[config.mk]
export PLATFORM = sky130hd
export DESIGN_NAME = spi_arbiter
export DESIGN_NICKNAME = d
export VERILOG_FILES = /design/src/rtl/spi_arb_pkg.sv /design/src/rtl/spi_arbiter_rr_pick3.sv /design/src/rtl/spi_arbiter.sv
export SDC_FILE = /design/constraint.sdc
export NUM_CORES = 1
export LEC_CHECK = 0
export ABC_CLOCK_PERIOD_IN_PS = 2640
export CAP_MARGIN = 20
export CORE_ASPECT_RATIO = 0.5
export CORE_MARGIN = 3
export CORE_UTILIZATION = 44
export CTS_CLUSTER_SIZE = 10
export DETAILED_ROUTE_END_ITERATION = 10
export PLACE_DENSITY = 0.81
export SYNTH_ARGS = -nofsm -noshare
export SYNTH_HDL_FRONTEND = slang
export SYNTH_SLANG_ARGS = --single-unit
[constraint.sdc]
create_clock -name clk -period 2.64 [get_ports clk]
set_clock_uncertainty 0.15 [all_clocks]
set_input_delay 0.264 -clock clk [delete_from_list [all_inputs] [get_ports clk]]
set_output_delay 0.264 -clock clk [all_outputs]
set_load 0.01 [all_outputs]
[src/rtl/spi_arb_pkg.sv]
// ---------------------------------------------------------------------------
// spi_arb_pkg
// Shared definitions for the three-port SPI arbiter: the arbiter FSM state
// encoding, the number of requesting ports, the default abort timeout and a
// small helper that turns a one-hot grant into a port index.
// ---------------------------------------------------------------------------
package spi_arb_pkg;

    localparam int NPORTS          = 3;
    localparam int DEFAULT_TIMEOUT = 1023;

    typedef enum logic [1:0] {
        IDLE  = 2'd0,
        ISSUE = 2'd1,
        WAIT  = 2'd2,
        RESP  = 2'd3
    } state_t;

    // Convert a one-hot (or all-zero) grant vector into the owning port index.
    // All-zero maps to port 0; callers only use the result with a valid grant.
    function automatic logic [1:0] onehot_to_idx(input logic [NPORTS-1:0] oh);
        logic [1:0] idx;
        idx = 2'd0;
        if (oh[1]) idx = 2'd1;
        if (oh[2]) idx = 2'd2;
        return idx;
    endfunction

endpackage

[src/rtl/spi_arbiter_rr_pick3.sv]
// ---------------------------------------------------------------------------
// rr_pick3
// Combinational round-robin picker for three requesters. The search starts
// at the port after the previous owner and wraps, so every port is served
// within three grants when all of them keep requesting.
//   req  : request level per port (bit i = port i)
//   last : index of the previous owner (0..2)
//   gnt  : one-hot choice, all-zero when nobody requests
// ---------------------------------------------------------------------------
module rr_pick3
    import spi_arb_pkg::*;
(
    input  logic [NPORTS-1:0] req,
    input  logic [1:0]        last,
    output logic [NPORTS-1:0] gnt
);

    // Priority order is rotated by the previous owner; an out-of-range
    // last value behaves like last=2 so port 0 is searched first.
    always_comb begin
        gnt = '0;
        case (last)
            2'd0: begin
                if      (req[1]) gnt = 3'b010;
                else if (req[2]) gnt = 3'b100;
                else if (req[0]) gnt = 3'b001;
            end
            2'd1: begin
                if      (req[2]) gnt = 3'b100;
                else if (req[0]) gnt = 3'b001;
                else if (req[1]) gnt = 3'b010;
            end
            default: begin
                if      (req[0]) gnt = 3'b001;
                else if (req[1]) gnt = 3'b010;
                else if (req[2]) gnt = 3'b100;
            end
        endcase
    end

endmodule

[src/rtl/spi_arbiter.sv]
// ---------------------------------------------------------------------------
// spi_arbiter
// Shares one SPI master between three ports. A granted port's command is
// latched, issued as a single spi_start pulse, and the arbiter then waits for
// spi_done or aborts the transfer after TIMEOUT wait cycles.
//   clk, rst              : clock, asynchronous active-high reset
//   halt                  : blocks new grants (in-flight work completes)
//   req/req_we/req_rom    : per-port request, write enable, ROM select
//   req_addr/req_wdata    : per-port address (16 b) and write data (8 b)
//   gnt/ack/err           : one-hot owner, completion pulse, timeout pulse
//   rdata                 : data of the most recent completed read
//   busy                  : arbiter not idle
//   spi_start/spi_abort   : command and abort pulses to the SPI master
//   spi_we/rom/addr/wdata : latched command fields for the SPI master
//   spi_done/spi_rdata    : completion pulse and read data from the master
// ---------------------------------------------------------------------------
module spi_arbiter
    import spi_arb_pkg::*;
#(
    parameter int TIMEOUT = DEFAULT_TIMEOUT
)(
    input  logic                 clk,
    input  logic                 rst,
    input  logic                 halt,
    input  logic [NPORTS-1:0]    req,
    input  logic [NPORTS-1:0]    req_we,
    input  logic [NPORTS-1:0]    req_rom,
    input  logic [16*NPORTS-1:0] req_addr,
    input  logic [8*NPORTS-1:0]  req_wdata,
    output logic [NPORTS-1:0]    gnt,
    output logic [NPORTS-1:0]    ack,
    output logic [NPORTS-1:0]    err,
    output logic [7:0]           rdata,
    output logic                 busy,
    output logic                 spi_start,
    output logic                 spi_we,
    output logic                 spi_rom,
    output logic [15:0]          spi_addr,
    output logic [7:0]           spi_wdata,
    input  logic                 spi_done,
    input  logic [7:0]           spi_rdata,
    output logic                 spi_abort
);

    localparam logic [15:0] TIMER_LAST = 16'(TIMEOUT - 1);

    state_t            state;
    logic [15:0]       timer;
    logic [1:0]        last;
    logic [1:0]        idx;
    logic [NPORTS-1:0] pick;
    logic [1:0]        pick_idx;
    logic [5:0]        addr_base;
    logic [4:0]        data_base;

    rr_pick3 u_pick (
        .req  (req),
        .last (last),
        .gnt  (pick)
    );

    assign pick_idx  = onehot_to_idx(pick);
    assign addr_base = {pick_idx, 4'b0000};
    assign data_base = {pick_idx, 3'b000};

    assign busy = (state != IDLE);

    // The abort must appear in the same WAIT cycle that reaches the limit,
    // and a simultaneous spi_done suppresses it, so it is decoded from the
    // current state and input rather than registered.
    assign spi_abort = (state == WAIT) && !spi_done && (timer == TIMER_LAST);

    // Arbiter FSM. All bus-facing outputs except spi_abort are registered
    // here so they change exactly on state transitions: the grant and latched
    // command appear on entry to ISSUE, ack/err are set on entry to RESP and
    // everything owner-related is dropped on the way back to IDLE.
    always_ff @(posedge clk or posedge rst) begin
        if (rst) begin
            state     <= IDLE;
            timer     <= '0;
            last      <= 2'd2;
            idx       <= 2'd0;
            gnt       <= '0;
            ack       <= '0;
            err       <= '0;
            rdata     <= '0;
            spi_start <= 1'b0;
            spi_we    <= 1'b0;
            spi_rom   <= 1'b0;
            spi_addr  <= '0;
            spi_wdata <= '0;
        end else begin
            case (state)
                IDLE: begin
                    if (!halt && (req != '0)) begin
                        gnt       <= pick;
                        idx       <= pick_idx;
                        spi_we    <= req_we[pick_idx];
                        spi_rom   <= req_rom[pick_idx];
                        spi_addr  <= req_addr[addr_base +: 16];
                        spi_wdata <= req_wdata[data_base +: 8];
                        spi_start <= 1'b1;
                        state     <= ISSUE;
                    end
                end
                ISSUE: begin
                    spi_start <= 1'b0;
                    timer     <= '0;
                    state     <= WAIT;
                end
                WAIT: begin
                    if (spi_done) begin
                        ack <= gnt;
                        if (!spi_we) rdata <= spi_rdata;
                        state <= RESP;
                    end else if (timer == TIMER_LAST) begin
                        err   <= gnt;
                        state <= RESP;
                    end else begin
                        timer <= timer + 16'd1;
                    end
                end
                RESP: begin
                    ack   <= '0;
                    err   <= '0;
                    gnt   <= '0;
                    last  <= idx;
                    state <= IDLE;
                end
                default: state <= IDLE;
            endcase
        end
    end

endmodule

-- After elaboration in Yosys (flattened, before gate mapping)
Index checks and enable logic that the tools add are counted.
- register bits: 66
- input port bits: 93
- word-level logic and storage cells: 82
- $lt $le $gt $ge: 1
- $add $sub $neg: 1
- shifts and indexed selects: 2
- bitwise operators: 1
- muxes and demuxes: 32
- equality and inequality tests: 11
- reductions and logical operators: 21
- operator list (kind ; count):
    48-bit by 7-bit indexed part select with 16-bit output ; 1
    3-bit two-way mux ; 11
    16-bit two-way mux ; 2
    16-bit case mux with 2 select lines ; 1
    3-bit case mux with 2 select lines ; 4
    24-bit by 6-bit indexed part select with 8-bit output ; 1
    16-bit by 1-bit adder with 16-bit output, second input constant ; 1
    16-bit by 10-bit equality test with 1-bit output, second input constant ; 1
    2-bit two-way mux ; 5
    2-bit AND reduction ; 5
    2-bit nonzero test ; 5
    3-bit AND reduction ; 3
    2-bit inequality test, second input constant ; 4
    2-bit case mux with 4 select lines ; 1
    1-bit two-way mux ; 5
    1-bit binary-select mux with 2-bit select ; 2
    2-bit by 1-bit equality test with 1-bit output, second input constant ; 2
    2-bit equality test, second input constant ; 2
    2-bit logical NOT ; 2
    1-bit logical AND ; 3
    2-bit by 3-bit < comparator with 1-bit output, second input constant ; 1
    3-bit by 2-bit inequality test with 1-bit output, second input constant ; 1
    3-bit nonzero test ; 1
    1-bit logical NOT ; 2
    other kinds (3) ; 3

-- Logic depth before layout (Yosys ltp)
Gate-level depths: netlist (run 1).
- depth in word-level cells: 8
- depth in mapped cells: 8
- mapped depth without buffers: 6

-- Hierarchy
A second synthesis (run 1) with hierarchy kept.
- cell total of the unflattened synthesis: 382
- area total of the unflattened synthesis: 3609.7 µm²
- modules (own cells, without submodules) (module ; instances ; area an instance (µm²) ; cells an instance):
    spi_arbiter ; 1 ; 3558.4 ; 375
    rr_pick3 ; 1 ; 51.3 ; 7

-- Least setup slack after synthesis (run 1)
Ideal clock, no wire load.
- path kind: flip-flop to flip-flop
- start point: register state[0]
- end point: register timer[14]
- cell stages (with the launch flop): 7
- arrival time: 1741 ps
- path buffers: 0
- required time: 2412 ps
- library setup time: 78 ps
- period minus slack after synthesis: 1969 ps
- path slack: 671 ps
- path through: dfrtp_1 inv_1 ha_1 nand4b_1 or4_4 or3_1 a21oi_1
- cells in the longest elaborated chain, start to end: 3
- elaborated cells between the ends (all ways): 7
- classes of those cells: 4 x eq/ne; 1 x mux; 2 x reduce/logical
- RTL lines (element ; line ; text):
    from (decl) ; spi_arbiter.sv:47 ; state_t state;
    from (signal assigned) ; spi_arbiter.sv:79 ; state <= IDLE;
    from (signal assigned) ; spi_arbiter.sv:103 ; state <= ISSUE;
    from (signal assigned) ; spi_arbiter.sv:109 ; state <= WAIT;
    2-bit equality test or 2-bit by 1-bit equality test with 1-bit output (tied branches) ; spi_arbiter.sv:93 ; case (state)
    2-bit inequality test (no line) or 2-bit nonzero test (tied branches) ; -- ;
    3-bit AND reduction (no line) ; -- ;
    to (signal assigned) ; spi_arbiter.sv:120 ; timer <= timer + 16'd1;
    to (decl) ; spi_arbiter.sv:48 ; logic [15:0] timer;
Parallel ways exist; a longest one is shown, timed or not.
A chain may end at the register's enable or synchronous reset.

-- Worst setup path after layout (run 1)
- start point: register state[0]
- end point: register timer[12]
Same word-level chain as after synthesis.

==> impl_metrics.env, run 1 <==
export IMPL_max_slew_margin=0.649
export IMPL_end_kind="flop"
export IMPL_gr_total_overflow=0
export IMPL_yosys_register_bits=66
export IMPL_ys_warn_count=0
export IMPL_drv_cap=0
export IMPL_syn_avg_cell_area_um2=9.87
export IMPL_clkTransAtPathRegs_ps=50
export IMPL_busiest_layer="met2"
export IMPL_antenna_found_initial=0
export IMPL_grt_pass1_vias=3353
export IMPL_port_buffers=138
export IMPL_p_leak_nw=2.35
export IMPL_grt_usage=0.220
export IMPL_ys_seq_area_frac=0.471
export IMPL_period_needed_ps=2300
export IMPL_outcome="complete, no violations"
export IMPL_async_reset_ff_frac=1.00
export IMPL_fmax_mhz=434
export IMPL_syn_inst=356
export IMPL_multi_input_area_um2=1740
export IMPL_setup_viol=0
export IMPL_hold_ws_ps=124
export IMPL_syn_nets=456
export IMPL_htree_levels=3
export IMPL_worstSetupStartpointType="flop"
export IMPL_drv_slew=0
export IMPL_hold_path_class="in2async"
export IMPL_place_gp_congestion=0.870
export IMPL_synth_edff_count=0
export IMPL_cts_buffers=9
export IMPL_cts_sinks=66
export IMPL_worstSkewPairLatency_ps=330
export IMPL_crit_type="reg2reg"
export IMPL_route_vias_total=3259
export IMPL_die_area_um2=9160
export IMPL_start_util=0.466
export IMPL_path_max_fanout=10
export IMPL_synth_main_ff_cell="dfrtp_1"
export IMPL_crit_arrival_ps=2410
export IMPL_fin_setup_tns_ps=0
export IMPL_grt_max_degree=48
export IMPL_rsz0062_at_grt="no"
export IMPL_power_density_nw_per_um2=903
export IMPL_met2_usage=0.383
export IMPL_met3_usage=0.0645
export IMPL_max_clock_path_buffers=2
export IMPL_seq_area_um2=1650
export IMPL_drc=0
export IMPL_syn_to_final_growth_pct=53.1
export IMPL_die_w_um=132
export IMPL_diodes=0
export IMPL_worst_pin_slew_ps=514
export IMPL_final_nets=597
export IMPL_grt_pass1_wl_um=16500
export IMPL_wl_um=9680
export IMPL_wl_per_cell_um=15.9
export IMPL_required_ps=2740
export IMPL_cts_root_buf="clkbuf_16"
export IMPL_viasPerCell=5.34
export IMPL_dp_hpwl_um=7150
export IMPL_ir_drop_v=0.000445
export IMPL_ant_nets=0
export IMPL_die_y_um=69.2
export IMPL_met1_usage=0.271
export IMPL_io_pins=139
export IMPL_hold_viol=0
export IMPL_rows=22
export IMPL_dr_pass1_iters=4
export IMPL_cts_tree="yes"
export IMPL_drt_iter0_drc=185
export IMPL_core_area_um2=7540
export IMPL_fillers=583
export IMPL_synth_distinct_cells=43
export IMPL_final_layout_size_suffix_gt1_frac=0.108
export IMPL_syn_area_um2=3510
export IMPL_cts_hold_buf=0
export IMPL_timing_final_crit_share=0.873
## sequential cells by signal, indices dropped and copies added (netlist names), 2 cells and up
register,flops
spi_addr,16
timer,16
rdata,8
spi_wdata,8
ack,3
err,3
gnt,3
idx,2
last,2
state,2
## critical path, cell delays in order, from the launching register on
cell      delay [ps]
dfrtp_1          420
inv_1            120
ha_1             360
nand4b_1         240
or4_4            480
or3_1            320
a21oi_1          140
## final cells by class
type,count,share of cell area
multi-input cells,255,0.324
flip-flops and latches,66,0.308
repair buffers,154,0.284
clock buffers,11,0.0451
well taps,108,0.0251
inverters,11,0.00768
clock inverters,5,0.00559
## layer usage
| metal | wire length [um] | vias to the layer above |
|---|---|---|
| li1 | - | 1581 |
| met1 | 3990 | 1556 |
| met2 | 4890 | 108 |
| met3 | 645 | 14 |
| met4 | 152 | 0 |
| met5 | 0 | - |
## repair_timing
| item | in CTS | in global routing |
|---|---|---|
| gates resized for setup | 1 | 2 |
| endpoints found under the setup margin | 1 | 1 |
| setup buffers | 0 | 1 |
## layout by cell type, fill, tap and decap left out, types with 2 or more instances in the layout
| cell | netlist | layout |
|---|---|---|
| clkdlybuf4s50_1 | 0 | 137 |
| dfrtp_1 | 65 | 64 |
| nand2_1 | 51 | 51 |
| mux2i_1 | 33 | 33 |
| nand3_1 | 33 | 33 |
| o211ai_1 | 33 | 33 |
| o21ai_0 | 15 | 15 |
| buf_4 | 3 | 14 |
| mux2_2 | 11 | 11 |
| inv_1 | 11 | 10 |
| nor2_1 | 9 | 9 |
| clkbuf_16 | 0 | 9 |
| a21oi_1 | 8 | 8 |
| ha_1 | 7 | 7 |
| nand2b_1 | 6 | 6 |
| and3_1 | 5 | 5 |
| and4_1 | 5 | 5 |
| nand4_1 | 5 | 5 |
| nor3_1 | 4 | 3 |
| or3_1 | 3 | 3 |
| clkinv_2 | 0 | 3 |
| nor2b_1 | 2 | 2 |
| nand4b_1 | 2 | 2 |
| a31o_2 | 2 | 2 |
| a31oi_1 | 2 | 2 |
| clkinvlp_4 | 0 | 2 |
| buf_12 | 0 | 2 |
## path summary, 6_finish.rpt
kind                                            from                    end  slack, ps  cells after the start
worst min-delay path                             rst  timer[14]$_DFFE_PP0P_        120                      2
worst min register to register    ack[2]$_DFFE_PP0P_     ack[2]$_DFFE_PP0P_        350                      2
min in group clk                  ack[2]$_DFFE_PP0P_     ack[2]$_DFFE_PP0P_        350                      2
max in group asynchronous                        rst    last[1]$_DFFE_PP1P_       1560                      3
worst max-delay path            state[0]$_DFFE_PP0P_  timer[12]$_DFFE_PP0P_        340                      6
worst max register to register  state[0]$_DFFE_PP0P_  timer[12]$_DFFE_PP0P_        340                      6
## Yosys cell counts, types with 4 or more instances
| cell type | number | area, um2 |
|---|---|---|
| nand3_1 | 33 | 165 |
| ha_1 | 7 | 87.6 |
| and4_1 | 5 | 43.8 |
| nor2_1 | 9 | 33.8 |
| a21oi_1 | 8 | 40.0 |
| nand4_1 | 5 | 31.3 |
| clkbuf_1 | 16 | 60.1 |
| mux2i_1 | 33 | 330 |
| dfrtp_1 | 65 | 1630 |
| o21ai_0 | 15 | 75.1 |
| nand2b_1 | 6 | 37.5 |
| inv_1 | 11 | 41.3 |
| mux2_2 | 11 | 124 |
| and3_1 | 5 | 31.3 |
| nor3_1 | 4 | 20.0 |
| o211ai_1 | 33 | 248 |
| nand2_1 | 51 | 191 |
## power breakdown
part | internal [mW] | leakage, nW | total, mW | switching [mW]
combinational | 1.16 | 1.37 | 2.19 | 1.02
clock | 0.655 | 0.131 | 1.08 | 0.426
sequential | 1.37 | 0.848 | 1.59 | 0.220
total | 3.19 | 2.35 | 4.86 | 1.67
## through the flow
step                      power [mW]  setup slack, ps   util  cell area, um2  cells
after floorplan                 2.69              573      -            3510    356
after global placement          3.72              373  0.674            5080    593
after detailed placement        3.77              302  0.674            5080    593
after CTS                       4.90             10.7  0.711            5370    609
after global routing            5.18              187  0.713            5380    610
final                           4.86              336  0.713            5380    610
## logic make-up after synthesis
| kind of cell | Yosys count | share of synthesized area |
|---|---|---|
| simple gates | 134 | 0.197 |
| compound gates | 69 | 0.134 |
| flops | 66 | 0.471 |
| mux | 44 | 0.129 |
| buf+inv | 35 | 0.0417 |
| fa+ha+maj | 7 | 0.0249 |
| xor+xnor | 1 | 0.00249 |
Note: power is estimated with default switching activity, not from simulation.
==> run 2, diff against run 1 <==
--- a/config.mk
+++ b/config.mk
@@ -5,13 +5,13 @@
 export SDC_FILE = /design/constraint.sdc
 export NUM_CORES = 1
 export LEC_CHECK = 0
-export ABC_CLOCK_PERIOD_IN_PS = 2640
 export CAP_MARGIN = 20
 export CORE_ASPECT_RATIO = 0.5
 export CORE_MARGIN = 3
 export CORE_UTILIZATION = 44
 export CTS_CLUSTER_SIZE = 10
 export DETAILED_ROUTE_END_ITERATION = 10
+export GPL_TIMING_DRIVEN = 0
 export PLACE_DENSITY = 0.81
 export SYNTH_ARGS = -nofsm -noshare
 export SYNTH_HDL_FRONTEND = slang
==> run 2 against run 1 <==
Compared with the run above: via count is 0.77% higher; worst setup slack worse by 140 ps; wire length is 3.5% higher; first-iteration DRC count is 5.9% higher; core utilization is 0.20 points higher; cell area is 0.28% higher; global-route usage is 0.93 points higher; clock power is 24% higher; flip-flop and latch count stayed put; critical path depth is 1 higher.
==> impl_metrics.env, run 2 (synthesis results as in run 1) <==
export IMPL_outcome="complete, no violations"
export IMPL_grt_max_degree=67
export IMPL_worstSkewPairLatency_ps=330
export IMPL_p_leak_nw=2.34
export IMPL_cts_buffers=9
export IMPL_cts_sinks=66
export IMPL_max_clock_path_buffers=2
export IMPL_cts_root_buf="clkbuf_16"
export IMPL_drc=0
export IMPL_worst_pin_slew_ps=815
export IMPL_timing_final_crit_share=0.925
export IMPL_diodes=0
export IMPL_fmax_mhz=409
export IMPL_drv_cap=0
export IMPL_required_ps=2230
export IMPL_htree_levels=3
export IMPL_antenna_found_initial=0
export IMPL_stdcell_count=619
export IMPL_start_util=0.466
export IMPL_syn_to_final_growth_pct=53.5
export IMPL_final_area_um2=5390
export IMPL_hold_path_class="in2async"
export IMPL_power_density_nw_per_um2=940
export IMPL_max_slew_margin=0.457
export IMPL_drt_iter0_drc=196
export IMPL_cts_hold_buf=0
export IMPL_gr_total_overflow=0
export IMPL_path_max_fanout=10
export IMPL_crit_start="timer[0]$_DFFE_PP0P_"
export IMPL_wl_per_cell_um=16.2
export IMPL_dr_pass1_iters=4
export IMPL_worstSetupStartpointType="flop"
export IMPL_grt_pass1_vias=3443
export IMPL_ant_nets=0
export IMPL_final_nets=606
export IMPL_fillers=583
export IMPL_end_kind="output pin"
export IMPL_viasPerCell=5.31
export IMPL_clkTransAtPathRegs_ps=50
export IMPL_crit_type="reg2out"
export IMPL_setup_viol=0
export IMPL_ir_drop_v=0.000432
export IMPL_grt_usage=0.229
export IMPL_place_gp_congestion=0.817
export IMPL_core_area_um2=7540
export IMPL_timing_rr_end="spi_addr[5]$_DFFE_PP0P_"
export IMPL_die_w_um=132
export IMPL_cts_tree="yes"
export IMPL_ff2ff_setup_slack_ps=270
export IMPL_period_needed_ps=2440
export IMPL_r2r_start="state[0]$_DFFE_PP0P_"
export IMPL_wl_um=10000
export IMPL_hold_ws_ps=300
export IMPL_final_cell_mix="137 x clkdlybuf4s50_1, 65 x dfrtp_1, 51 x nand2_1"
export IMPL_final_layout_size_suffix_gt1_frac=0.0822
export IMPL_dp_cells=602
export IMPL_hold_viol=0
export IMPL_reg_top3="spi_addr x16, timer x16"
export IMPL_route_vias_total=3284
export IMPL_rsz0062_at_grt="no"
export IMPL_mostFrequentLayoutCell="clkdlybuf4s50_1"
export IMPL_grt_pass1_wl_um=17000
export IMPL_io_pins=139
export IMPL_drv_slew=0
export IMPL_place_area_um2=5030
export IMPL_dp_hpwl_um=7230
export IMPL_rows=22
export IMPL_crit_arrival_ps=2030
export IMPL_dpl_worst_slack_ps=40.1
export IMPL_r2r_worst_path_cells=8
export IMPL_port_buffers=138
export IMPL_die_y_um=69.2
export IMPL_fin_ws_ps=197
export IMPL_die_area_um2=9160
## run 2: changes by cell type in the layout (fill, tap and decap cells not counted), sizes merged
| cell | change |
|---|---|
| dlygate4sd2 | +1 |
| clkbuf | +15 |
| clkinvlp | -2 |
| bufinv | +3 |
| buf | -7 |
| dlymetal6s2s | -1 |
## run 2: stage by stage
stage               setup TNS, ps  power (mW)   util
global route                    0        5.39  0.715
floorplan                       0        2.69      -
finish                          0        5.07  0.715
detailed placement              0        3.71  0.667
CTS                             0        5.11  0.715
global placement           -40220        3.66  0.667
## run 2: layer usage
metal | vias to the layer above | track usage | routed length (um)
met5 | - | 0 | 0
met1 | 1565 | 0.274 | 4020
li1 | 1599 | - | -
met2 | 104 | 0.395 | 5100
met3 | 16 | 0.0790 | 719
met4 | 0 | 0.0680 | 175
## run 2: worst max-delay path by stage
stage                              end  slack (ps)  depth (start not counted)
3_3_place_gp   spi_addr[1]$_DFFE_PP0P_        -630                          2
6_report                     spi_abort         200                          7
5_1_grt                      spi_abort          20                          7
4_1_cts                      spi_abort         160                          7
3_5_place_dp                 spi_abort          40                          7
2_1_floorplan       ack[0]$_DFFE_PP0P_         570                          1
## run 2: power by group
part,switching (mW),internal (mW)
clock network,0.426,0.917
logic,1.02,1.12
registers,0.226,1.37
## run 2: final cells by class
class                      count  area (um2)  share of cell area
multi-input combinational    255        1730               0.321
clock buffer                  10         229              0.0425
buffer                        24         108              0.0200
clock inverter                 6         105              0.0195
inverter                      11        43.8             0.00812
tap                          108         135              0.0251
timing repair buffer         139        1390               0.257
sequential                    66        1650               0.307
## run 2: repair_timing
item	in CTS	in global routing
setup buffers	1	0
endpoints found under the setup margin	1	0
resized for setup	4	0
## run 2: worst max-delay path, cell delays in order (launching register included)
cell and delay [ps]:
dfrtp_1 430, inv_1 80, ha_1 150, nor4b_4 210, nand4_1 190, buf_4 220, nor3_1 140, dlygate4sd2_1 290
==> run 3, diff against run 2 <==
--- a/config.mk
+++ b/config.mk
@@ -13,6 +13,7 @@
 export DETAILED_ROUTE_END_ITERATION = 10
 export GPL_TIMING_DRIVEN = 0
 export PLACE_DENSITY = 0.81
+export REMOVE_ABC_BUFFERS = 1
 export SYNTH_ARGS = -nofsm -noshare
 export SYNTH_HDL_FRONTEND = slang
 export SYNTH_SLANG_ARGS = --single-unit
==> run 3 against run 2 <==
Compared with the run above: register-to-register slack got worse by 150 ps; highest routed layer unchanged; die area is the same; worst hold slack got worse by 7.5 ps; critical path type is now reg2reg; combinational power about the same; core utilization shrank 0.28 points; critical path depth rose by 2.
==> impl_metrics.env, run 3 (synthesis results as in run 1) <==
export IMPL_outcome="complete, no violations"
export IMPL_final_area_um2=5370
export IMPL_drc=0
export IMPL_end_kind="flop"
export IMPL_drt_iter0_drc=174
export IMPL_crit_path_top_delay_cell="dfrtp_1"
export IMPL_clkTransAtPathRegs_ps=50
export IMPL_crit_arrival_ps=2580
export IMPL_cts_root_buf="clkbuf_16"
export IMPL_viasPerCell=5.41
export IMPL_mostFrequentLayoutCell="clkdlybuf4s50_1"
export IMPL_port_buffers=138
export IMPL_die_y_um=69.2
export IMPL_io_pins=139
export IMPL_final_layout_size_suffix_gt1_frac=0.0953
export IMPL_fmax_mhz=398
export IMPL_max_stage_delay_ps=430
export IMPL_fin_setup_tns_ps=0
export IMPL_syn_to_final_growth_pct=52.9
export IMPL_cp_common_cell="buf_4"
export IMPL_drv_slew=0
export IMPL_worstPathCellList="inv_1 > ha_1 > nor4b_4 > nand4_1 > buf_4 > buf_4 > buf_4 > a21oi_1 > mux2_2"
export IMPL_max_slew_margin=0.465
export IMPL_die_w_um=132
export IMPL_required_ps=2700
export IMPL_ff2ff_setup_slack_ps=120
export IMPL_hold_viol=0
export IMPL_r2r_worst_path_cells=9
export IMPL_antenna_found_initial=0
export IMPL_max_clock_path_buffers=2
export IMPL_die_area_um2=9160
export IMPL_reg_top3="spi_addr x16, timer x16"
export IMPL_worstSetupStartpointType="flop"
export IMPL_cts_buffers=9
export IMPL_core_area_um2=7540
export IMPL_final_cell_mix="137 x clkdlybuf4s50_1, 65 x dfrtp_1, 51 x nand2_1"
export IMPL_grt_pass1_wl_um=15800
export IMPL_cts_hold_buf=0
export IMPL_p_leak_nw=2.33
export IMPL_htree_levels=3
export IMPL_rsz0062_at_grt="no"
export IMPL_r2r_start="timer[0]$_DFFE_PP0P_"
export IMPL_final_nets=589
export IMPL_power_density_nw_per_um2=916
export IMPL_place_gp_congestion=0.768
export IMPL_hold_ws_ps=293
export IMPL_period_needed_ps=2520
export IMPL_grt_usage=0.215
export IMPL_timing_rr_end="state[1]$_DFFE_PP0P_"
export IMPL_worst_pin_slew_ps=802
export IMPL_rows=22
export IMPL_stdcell_count=601
export IMPL_gr_total_overflow=0
export IMPL_wl_um=9850
export IMPL_critPathTopFamily="buffers and inverters"
export IMPL_setup_viol=0
export IMPL_start_util=0.466
export IMPL_grt_max_degree=67
export IMPL_cts_tree="yes"
export IMPL_dp_cells=581
export IMPL_ir_drop_v=0.000415
export IMPL_ant_nets=0
export IMPL_wl_per_cell_um=16.4
export IMPL_worst_path_buf_inv=4
export IMPL_dp_hpwl_um=6900
export IMPL_crit_start="timer[0]$_DFFE_PP0P_"
export IMPL_grt_pass1_vias=3275
export IMPL_crit_type="reg2reg"
export IMPL_route_vias_total=3253
export IMPL_cts_sinks=66
export IMPL_worstSkewPairLatency_ps=330
export IMPL_place_area_um2=4990
export IMPL_diodes=0
export IMPL_hold_path_class="in2async"
export IMPL_path_max_fanout=10
export IMPL_dr_pass1_iters=4
export IMPL_drv_cap=0
export IMPL_timing_final_crit_share=0.953
run 3: cell type report:
type / instances / area, um2
fillers: 548 / 2170
inverters: 11 / 43.8
clock inverters: 3 / 40.0
flip-flops and latches: 66 / 1650
clock buffers: 12 / 246
multi-input cells: 255 / 1780
well taps: 108 / 135
repair buffers: 146 / 1470
run 3: per-stage QoR:
stage           util  setup slack [ps]  power [mW]
6_report       0.712               125        4.92
5_1_grt        0.712              21.9        5.20
4_1_cts        0.706              19.0        4.91
3_5_place_dp   0.662              -857        3.71
3_3_place_gp   0.653             -2870        3.62
2_1_floorplan      -             -1110        2.65
run 3: where the power goes:
group	internal (mW)	total, mW	switching (mW)	leakage [nW]
combinational	1.14	2.16	1.02	1.34
clock	0.748	1.16	0.412	0.142
sequential	1.37	1.60	0.234	0.850
run 3: timing repair:
item / 4_1_cts / 5_1_grt
buffers inserted: 3 / 1
endpoints found under the setup margin: 27 / 27
resized for setup: 5 / 4
pin swaps: 1 / 1
cloned: 0 / 0
run 3: worst max path at each step:
| stage | endpoint | slack [ps] | cells past startpoint |
|---|---|---|---|
| final | state[1]$_DFFE_PP0P_ | 120 | 9 |
| after global routing | gnt[0]$_DFFE_PP0P_ | 20 | 6 |
| after CTS | spi_abort | 20 | 6 |
| after detailed placement | spi_addr[14]$_DFFE_PP0P_ | -860 | 5 |
| after global placement | spi_addr[8]$_DFFE_PP0P_ | -2870 | 5 |
| after floorplan | spi_addr[0]$_DFFE_PP0P_ | -1110 | 6 |
run 3: routing by layer:
metal,global-route usage,share of wire
met4,0.0714,0.015
met3,0.0725,0.060
met1,0.260,0.42
met2,0.365,0.51
met5,0,0
==> RTL change 1 (settings of run 2) <==
Re-encode `state_t` (4 states) as Gray code, 2 bits wide.
--- a/src/rtl/spi_arb_pkg.sv
+++ b/src/rtl/spi_arb_pkg.sv
@@ -10,10 +10,10 @@
     localparam int DEFAULT_TIMEOUT = 1023;
 
     typedef enum logic [1:0] {
-        IDLE  = 2'd0,
-        ISSUE = 2'd1,
-        WAIT  = 2'd2,
-        RESP  = 2'd3
+        IDLE  = 2'b00,
+        ISSUE = 2'b01,
+        WAIT  = 2'b11,
+        RESP  = 2'b10
     } state_t;
 
     // Convert a one-hot (or all-zero) grant vector into the owning port index.
Formal check against the unedited RTL: same outputs for any inputs over 10 cycles, from zero or initial values and one cycle with rst high; not proved beyond that.
==> RTL change 1 against run 2 <==
Power shrank 8.0%. Wire length grew 0.29%. Sequential cell count is the same. Design area shrank 1.4%. Critical path depth is the same. First-iteration DRC count grew 4.1%. Synthesized cell count shrank 3.9%. Maximum frequency shrank 5.0%. Sequential share of layout area grew 0.43 points. Setup slack lost 0.13 ns. Clock power shrank 16%. Synthesized area shrank 1.8%. Register-to-register slack gained 0.12 ns. Largest cell class is now registers. Largest power group unchanged.
==> RTL change 1: results <==
set metrics [dict create \
    post_cts_buffers 4 \
    seq_share 0.311 \
    placed_area_mm2 0.00497 \
    cp.arrival_ns 2.16 \
    r2r_end "spi_wdata[5]$_DFFE_PP0P_" \
    netlist_top_cells_area "dfrtp_1 (47%), mux2i_1 (8.1%), o221ai_1 (6.6%)" \
    status "completed" \
    buffers 165 \
    post-dp-hpwl_mm 7.23 \
    yosysSeqAreaShare 0.479 \
    synth.area.mux_share 0.107 \
    fin_nets 594 \
    rr_startpoint "state[1]$_DFFE_PP0P_" \
    inv_count 29 \
    track_usage 0.225 \
    r2r_cells 6 \
    seq_cell_count 66 \
    nClkBuffers 14 \
    setup_slack_ns 0.0682 \
    holdWs_ns 0.294 \
    synthCells 342 \
    grt_pass1_wl_mm 15.7 \
    post_cts_resized 8 \
    gp_congestion 0.822 \
    syn_nets 437 \
]
-- RTL change 1: per-layer routing --
layer / GRT usage / wire, um / vias up
met2: 0.385 / 5150 / 95
met3: 0.0725 / 602 / 15
met1: 0.271 / 4100 / 1578
li1: - / - / 1549
met4: 0.0942 / 191 / 0
met5: 0 / 0 / -
-- RTL change 1: power breakdown --
| group | switching [mW] | internal (mW) | total [mW] |
|---|---|---|---|
| Clock | 0.426 | 0.709 | 1.13 |
| Combinational | 0.894 | 1.07 | 1.96 |
| Sequential | 0.212 | 1.35 | 1.56 |
| Total | 1.53 | 3.13 | 4.66 |
-- RTL change 1: worst max-delay path, stage by stage, from the launching register on --
cell,delay (ns)
dfrtp_1,0.39
inv_2,0.08
ha_4,0.12
or4b_4,0.47
nor4_4,0.30
buf_6,0.17
and3_4,0.19
buf_6,0.10
-- RTL change 1: logic make-up after synthesis --
group,Yosys count
AOI/OAI and AO/OA,69
adders and majority gates,2
buffers and inverters,48
DFF,66
muxes,36
and+or+nand+nor,121
==> RTL change 2 (flow settings as in run 2) <==
Without the edit above. Change the package constant `NPORTS` from 3 to 5.
--- a/src/rtl/spi_arb_pkg.sv
+++ b/src/rtl/spi_arb_pkg.sv
@@ -6,7 +6,7 @@
 // ---------------------------------------------------------------------------
 package spi_arb_pkg;
 
-    localparam int NPORTS          = 3;
+    localparam int NPORTS          = 5;
     localparam int DEFAULT_TIMEOUT = 1023;
 
     typedef enum logic [1:0] {
Ports: changed (8 resized); port bits go from 139 to 199. The function was not compared with the original's and may differ.
==> RTL change 2 against run 2 <==
Design area up 2.4%. Setup slack better by 0.14 ns. Sequential cell count unchanged. Synthesized area up 1.7%. Via count up 3.7%. Power up 0.45%. Wire length down 1.8%. Core utilization up 1.2 points. Final cell count up 1.8%.
==> RTL change 2: results <==
set metrics [dict create \
    status "completed" \
    ys_types 53 \
    critPathMaxFanout 10 \
    clockBufferDepth 2 \
    netlist_top_cells_area "dfrtp_1 (46%), mux2i_1 (8.4%), o211ai_1 (5.5%)" \
    clk_pin_slew_ns 0.05 \
    route.vias.total 3406 \
    clockRootBuffer "clkbuf_16" \
    synth_top_cells_by_count "dfrtp_1 (65), nand2_1 (44), mux2i_1 (30), nand3_1 (30), o211ai_1 (26)" \
    grt_max_degree 67 \
    antenna_found_initial 0 \
    portBuffers 140 \
    r2r_cells 7 \
    placed_area_mm2 0.00513 \
    wirelength_mm 9.84 \
    cts_buffers 9 \
    n_antenna_cell 0 \
    max-vdd-ir-drop_mv 0.494 \
    yosysSeqAreaShare 0.463 \
    async_reset_ff_frac 1.00 \
    tightest_slew_ns 0.814 \
    worstSkewPairLatency_ns 0.33 \
    htreeDepth 3 \
    fin_nets 671 \
    drive_gt1_frac 0.109 \
    largestRegisters "spi_addr: 16 flops, timer: 16 flops" \
    track_usage 0.219 \
    cp.arrival_ns 2.39 \
    grt_pass1_wl_mm 16.7 \
    leakagePower_nw 2.36 \
    ys_warn_count 0 \
    worstSetupStartpoint "state[1]$_DFFE_PP0P_" \
    post-dp-hpwl_mm 7.35 \
    hp-class "in -> async" \
    dr.first_iter.drc_count 232 \
    first_pass_iters 4 \
    gp_congestion 0.820 \
]
## RTL change 2: cell count changes in the layout (fill, tap and decap cells not counted), moves of 5 or more
cell	change
a31oi_1	+6
buf_4	+7
conb_1	+6
o211ai_1	-7
nand2_1	-7
clkbuf_1	-5
## RTL change 2: layout make-up
cell class	count	area, um2
buffer	25	140
clock buffer	11	243
clock inverter	5	77.6
fill	581	2080
inverter	11	43.8
multi-input combinational	261	1800
sequential	66	1650
tap	108	135
timing repair buffer	143	1430
## RTL change 2: through the flow
step | power, mW | worst slack, ns | std cells
after floorplan | 2.74 | 0.573 | 363
after global placement | 3.73 | -0.639 | 611
after detailed placement | 3.79 | 0.204 | 611
after CTS | 5.10 | 0.00101 | 627
after global routing | 5.41 | 0.0967 | 630
final | 5.09 | 0.338 | 630
## RTL change 2: timing repair
item | CTS | global route
setup buffers | 0 | 3
pin swaps | 1 | 1
resized for setup | 4 | 6
endpoints found under the setup margin | 1 | 5
hold buffers | 0 | 0
## RTL change 2: kinds of logic (layout without fill, tap and decap cells)
group                    count (synthesis)  in the layout  synth area share
XOR/XNOR                                 1              1           0.00245
other                                    1              6           0.00105
adder cells (fa/ha/maj)                  7              7            0.0245
AO/OA/AOI/OAI                           80             80             0.155
buffers and inverters                   36            195            0.0501
AND/OR/NAND/NOR                        126            126             0.185
multiplexers                            41             41             0.119
flip-flops                              66             66             0.463
## RTL change 2: layer usage
| layer | routed length, um | track usage |
|---|---|---|
| met1 | 4180 | 0.276 |
| met2 | 4810 | 0.363 |
| met3 | 690 | 0.0659 |
| met4 | 155 | 0.0684 |
| met5 | 0 | 0 |
## RTL change 2: worst paths after layout
kind	end	slack (ns)
max	spi_addr[5]$_DFFE_PP0P_	0.34
min	spi_wdata[2]$_DFFE_PP0P_	0.31
max reg2reg	spi_addr[5]$_DFFE_PP0P_	0.34
min reg2reg	idx[0]$_DFFE_PP0P_	0.34
max in group asynchronous	timer[0]$_DFFE_PP0P_	1.45
min in group clk	idx[0]$_DFFE_PP0P_	0.34
## RTL change 2: critical path, stage by stage (launching register included)
cell      delay [ns]
dfrtp_1         0.44
inv_1           0.13
ha_1            0.27
nand2b_1        0.22
a21oi_4         0.31
nand2_1         0.24
buf_2           0.26
o211ai_1        0.20
## RTL change 2: where the power goes
part / switching (mW) / total (mW) / leakage [nW] / internal (mW)
clock network: 0.431 / 1.28 / 0.156 / 0.849
registers: 0.254 / 1.63 / 0.849 / 1.38
logic: 1.02 / 2.18 / 1.36 / 1.16
